**src/rtl/vga_vram_write_ctrl.sv**
```systemverilog
// rtl/vga_vram_write_ctrl.sv - VRAM write-port arbiter, fill engine, tear-free scroll and frame counter
module vga_vram_write_ctrl #(
    parameter int DEPTH         = 4096,
    parameter int ADDR_WIDTH    = 12,
    parameter int DATA_WIDTH    = 8,
    parameter int OFFSET_WIDTH  = 10,
    parameter int FILL_ON_VSYNC = 1
) (
    input  logic                    clk,
    input  logic                    reset,
    input  logic [ADDR_WIDTH-1:0]   cpu_address,
    input  logic [DATA_WIDTH-1:0]   cpu_din,
    input  logic                    cpu_we,
    input  logic                    fill_start,
    input  logic [DATA_WIDTH-1:0]   fill_color,
    output logic                    fill_busy,
    output logic                    fill_done,
    input  logic [OFFSET_WIDTH-1:0] scroll_h_in,
    input  logic [OFFSET_WIDTH-1:0] scroll_v_in,
    input  logic                    scroll_we,
    input  logic                    vsync,
    output logic [31:0]             data_address,
    output logic [DATA_WIDTH-1:0]   data_din,
    output logic                    data_we,
    output logic [31:0]             offset_h,
    output logic [31:0]             offset_v,
    output logic [15:0]             frame_count
);

    localparam logic [ADDR_WIDTH-1:0] LAST_ADDR = ADDR_WIDTH'(DEPTH - 1);

    typedef enum logic [1:0] {
        S_IDLE,
        S_ARM,
        S_FILL
    } state_t;

    state_t                  state;
    state_t                  state_nxt;
    logic [ADDR_WIDTH-1:0]   fill_addr;
    logic [DATA_WIDTH-1:0]   fill_color_q;
    logic [OFFSET_WIDTH-1:0] shadow_h;
    logic [OFFSET_WIDTH-1:0] shadow_v;
    logic                    vsync_prev;
    logic                    vs_edge;
    logic                    accept;
    logic                    fill_issue;
    logic                    fill_last;
    logic                    last_issued;

    assign vs_edge = vsync_prev & ~vsync;

    always_ff @(posedge clk or posedge reset) begin
        if (reset) begin
            state <= S_IDLE;
        end else begin
            state <= state_nxt;
        end
    end

    // CPU has fixed priority: a cpu_we cycle simply withholds the fill issue.
    always_comb begin
        state_nxt  = state;
        accept     = 1'b0;
        fill_issue = 1'b0;
        fill_last  = 1'b0;
        case (state)
            S_IDLE: begin
                if (fill_start) begin
                    accept    = 1'b1;
                    state_nxt = (FILL_ON_VSYNC != 0) ? S_ARM : S_FILL;
                end
            end
            S_ARM: begin
                if (vs_edge) begin
                    state_nxt = S_FILL;
                end
            end
            S_FILL: begin
                if (!cpu_we) begin
                    fill_issue = 1'b1;
                    if (fill_addr == LAST_ADDR) begin
                        fill_last = 1'b1;
                        state_nxt = S_IDLE;
                    end
                end
            end
            default: state_nxt = S_IDLE;
        endcase
    end

    always_ff @(posedge clk or posedge reset) begin
        if (reset) begin
            fill_addr    <= '0;
            fill_color_q <= '0;
            fill_busy    <= 1'b0;
            last_issued  <= 1'b0;
            fill_done    <= 1'b0;
        end else begin
            if (accept) begin
                fill_addr    <= '0;
                fill_color_q <= fill_color;
            end else if (fill_issue) begin
                fill_addr <= fill_addr + 1'b1;
            end
            if (accept) begin
                fill_busy <= 1'b1;
            end else if (fill_last) begin
                fill_busy <= 1'b0;
            end
            // Two-stage so the done pulse trails the last visible fill write.
            last_issued <= fill_last;
            fill_done   <= last_issued;
        end
    end

    always_ff @(posedge clk or posedge reset) begin
        if (reset) begin
            data_address <= '0;
            data_din     <= '0;
            data_we      <= 1'b0;
        end else if (cpu_we) begin
            data_address <= 32'(cpu_address);
            data_din     <= cpu_din;
            data_we      <= 1'b1;
        end else if (fill_issue) begin
            data_address <= 32'(fill_addr);
            data_din     <= fill_color_q;
            data_we      <= 1'b1;
        end else begin
            data_we <= 1'b0;
        end
    end

    // Offsets only move at vsync start; a same-cycle scroll_we bypasses the shadows.
    always_ff @(posedge clk or posedge reset) begin
        if (reset) begin
            vsync_prev  <= 1'b1;
            shadow_h    <= '0;
            shadow_v    <= '0;
            offset_h    <= '0;
            offset_v    <= '0;
            frame_count <= '0;
        end else begin
            vsync_prev <= vsync;
            if (scroll_we) begin
                shadow_h <= scroll_h_in;
                shadow_v <= scroll_v_in;
            end
            if (vs_edge) begin
                offset_h    <= 32'(scroll_we ? scroll_h_in : shadow_h);
                offset_v    <= 32'(scroll_we ? scroll_v_in : shadow_v);
                frame_count <= frame_count + 16'd1;
            end
        end
    end

endmodule
```
**config.mk**
```make
export PLATFORM = sky130hd
export DESIGN_NAME = vga_vram_write_ctrl
export DESIGN_NICKNAME = d
export VERILOG_FILES = /design/src/rtl/vga_vram_write_ctrl.sv
export SDC_FILE = /design/constraint.sdc
export NUM_CORES = 1
export LEC_CHECK = 0
export CORE_MARGIN = 2
export CORE_UTILIZATION = 45
export DETAILED_ROUTE_END_ITERATION = 16
export HOLD_SLACK_MARGIN = 0.15
export PLACE_DENSITY = 0.82
export SYNTH_ARGS = -nofsm -noshare
export SYNTH_HDL_FRONTEND = slang
export SYNTH_SLANG_ARGS = --single-unit
```
**constraint.sdc**
```tcl
create_clock -name clk -period 3.53 [get_ports clk]
set_input_delay 0.5295 -clock clk [delete_from_list [all_inputs] [get_ports clk]]
set_output_delay 0.5295 -clock clk [all_outputs]
set_load 0.02 [all_outputs]
```
==> implementation parameters <==
Parameter                              Value

Routing
  Number of vias per cell    4.791
  Total wire length    9382 um
  Detailed-routing iteration count for the pre-antenna-repair pass    4
  Wire length per cell    13.52 um
  Number of DRC markers after the initial detailed-route iteration    66
  Post-route DRC    0
  Routed vias    3325
  Number of routed nets with antenna violations    0

Yosys
  Number of enable-type register cells in the synthesized netlist    0
  Most frequent cell after synthesis    sky130_fd_sc_hd__dfrtp_1
  Post-synth top area share    53.33%
  Top cell type by total area after synthesis    sky130_fd_sc_hd__dfrtp_1
  Cell types with the highest counts after synthesis    sky130_fd_sc_hd__dfrtp_1 (102), sky130_fd_sc_hd__nand2_1 (91), sky130_fd_sc_hd__buf_4 (66)
  Distinct cells, synth    40
  Post-Syn Area per Cell    10.78 um2
  Yosys reg bits    103
  Syn Std Cell Area    4786 um2
  Post-Synth XOR/XNOR Area    4.209%
  Post-synthesis simple-gate area fraction    14.04%
  Dominant combinational cell family by area after synthesis    simple AND/OR/NAND/NOR gates
  Adder-cell area share of the yosys netlist    0.5229%
  Post-synth ARST share    100.0%
  Top FF cell, synth    sky130_fd_sc_hd__dfrtp_1
  Part of the Yosys area used for sequential elements    53.88%
  Biggest area contributors in the synthesized netlist    sky130_fd_sc_hd__dfrtp_1 (53%), sky130_fd_sc_hd__buf_4 (10%), sky130_fd_sc_hd__nand2_1 (7.1%)
  Compound-Gate Fraction of Synth Area    4.784%
  Fraction of synthesized area in multiplexers    10.35%
  Synth warn    0
  Post-Syn Instances    444

Clock tree
  Clock transition at the register clock pins on the worst setup and hold paths after CTS    0.10 ns
  Clock tree root buffer cell    sky130_fd_sc_hd__clkbuf_8
  Number of sinks handled by clock tree synthesis    103
  # Post-CTS Setup Buffers    0
  Clock network latency to the later pin of the worst-skew pair    0.36 ns
  Hold-fix buffer count after cts    0
  Longest Clk Path Bufs    2
  TritonCTS clock tree    done
  CTS Buf Count    9
  Post-cts resize count    0
  Level count of the clock H-tree    3

Die
  Area of the core region    10320 um2
  Effective utilization at floorplan    46.36%
  Floorplan row count    37
  Die area    11480 um2
  Die span in x    107.1 um
  Top Ports    177
  Y dimension of the die    107.1 um

STA
  Number of hold violations in the final report    0
  Actual slew at the worst max-slew pin    0.9215 ns
  Least setup slack across all paths after layout    1.513 ns
  Post-Route Setup TNS    0 ns
  Worst hold-check slack    0.3647 ns
  Period utilisation layout    57.14%
  Setup repair after global routing missed its margin    no
  Number of slew-limit violations in the final report    0
  Number of setup violations in the final report    0
  Post-route clock skew    0.01480 ns
  Maximum operating frequency    0.4958 GHz
  Min Tclk post-route    2.017 ns
  Rel. slew slack    38.37%

Final layout
  Utilization after layout    58.62%
  Number of fill cells in the layout    885
  Number of nets in the layout    609
  Antenna diodes    0
  Layout overhead on the synthesized area    26.46%
  Cell area after layout    6052 um2
  Count of non-filler cells in the finished layout    694
  Fraction of layout cells with a size suffix above 1    10.75%

Pwr
  Leak    2.834 nW
  Power density cells    553.4 nW/um2
  Power after layout    3.349 mW
  Worst voltage drop across the vdd grid    279.9 uV

Placement
  Count of input and output buffers    112
  Placed inst area    5814 um2
  Post-detailed-placement half-perimeter wirelength    6735 um
  Gp weighted congestion    0.7781
  Placed insts    678
  Worst setup slack before clock tree synthesis    1.148 ns

Setup path
  Critical Path AT    2.24 ns
  Largest fanout of any net on the critical path    8
  Sequence of cells on the critical path    clkdlybuf4s50_1, nor3b_2, nand2_1, nor4_1, o22ai_1
  Worst setup path category    input port to flop
  Crit Reg-Reg Startpoint    state[0]$_DFFE_PP0P_
  Crit path max-delay family    simple AND/OR/NAND/NOR gates
  Origin of the worst setup path    cpu_we
  Kind of capture point of the worst setup path    flop
  Required arrival time at the worst endpoint    3.76 ns
  Largest stage delay, worst path    0.54 ns
  Worst path bufs/invs    1
  Crit start category    input port
  Crit-path slowest cell    sky130_fd_sc_hd__clkdlybuf4s50_1

GRT
  Maximum number of pins on one net before global-route repair    60
  Tot GR Track Use    16.73%
  Wire length of the first global-routing pass    15390 um
  Global-route congestion overflow total    0
  Antenna violations before repair    0
  Via count of the first global-routing pass    3277

Flow run
  MaxCap Viol Count    0

Min path
  Worst hold-check path type    flop to flop
  Startpoint of the most critical hold path    last_issued$_DFF_PP0_

Run status
  Result of the run    completed
==> metal layers <==
metal	global-route usage, %	vias to the layer above	wire [um]
li1	-	1554	-
met1	21.65	1645	4063
met2	28.39	116	4680
met3	2.918	10	532
met4	5.659	0	106
met5	0	-	0
==> layout make-up <==
type	instances	area [um2]	area share (%)
Clock buffer	11	151.4	2.502
Inverter	5	21.27	0.3515
Clock inverter	5	86.33	1.427
Timing Repair Buffer	118	1179	19.47
Tap cell	136	170.2	2.812
Sequential cell	103	2579	42.61
Multi-Input combinational cell	316	1866	30.82
==> worst register-to-register path, delay by kind of cell, from the launching register on <==
family	cells	cell delay, ns
AO/OA/AOI/OAI	3	0.86
AND/OR/NAND/NOR	1	0.49
flip-flops	1	0.50
==> sequential cells by signal, summed over array words and instances, names as in the netlist <==
register      cells
data_din          8
fill_busy         1
offset_v         10
shadow_v         10
data_address     12
state             2
fill_addr        12
offset_h         10
frame_count      16
fill_color_q      8
shadow_h         10
data_we           1
last_issued       1
vsync_prev        1
fill_done         1
==> worst paths after layout <==
kind                                        endpoint  slack (ns)  cells past startpoint
setup / recovery               fill_busy$_DFFE_PP0P_        1.51                      5
hold / removal                   fill_done$_DFF_PP0_        0.36                      0
setup reg to reg           fill_addr[11]$_DFFE_PP0P_        1.59                      4
hold reg to reg                  fill_done$_DFF_PP0_        0.36                      0
max in group asynchronous   fill_addr[0]$_DFFE_PP0P_        2.19                      3
min in group asynchronous    data_din[1]$_DFFE_PP0P_        0.64                      2
==> cell usage in the layout, fill, tap and decap left out, types with 10 or more instances in the layout <==
| master | n |
|---|---|
| sky130_fd_sc_hd__clkbuf_8 | 11 |
| sky130_fd_sc_hd__clkdlybuf4s50_1 | 112 |
| sky130_fd_sc_hd__conb_1 | 64 |
| sky130_fd_sc_hd__dfrtp_1 | 102 |
| sky130_fd_sc_hd__mux2_2 | 28 |
| sky130_fd_sc_hd__mux2i_1 | 18 |
| sky130_fd_sc_hd__nand2_1 | 91 |
| sky130_fd_sc_hd__nand4_1 | 10 |
| sky130_fd_sc_hd__nor2_1 | 12 |
| sky130_fd_sc_hd__o21ai_0 | 21 |
| sky130_fd_sc_hd__xnor2_1 | 16 |
==> power by group <==
part | total (mW) | leakage [nW] | switching [mW] | internal, mW
sequential | 1.54 | 1.29 | 0.164 | 1.38
combinational | 0.961 | 1.43 | 0.493 | 0.468
clock | 0.849 | 0.121 | 0.402 | 0.446
==> cells by family after synthesis <==
logic type | Yosys count
simple gates | 144
flops | 103
other cells | 1
buf+inv | 88
xor+xnor | 23
fa+ha+maj | 2
mux | 46
compound gates | 37
No activity file was read; power rests on OpenSTA's default activity.
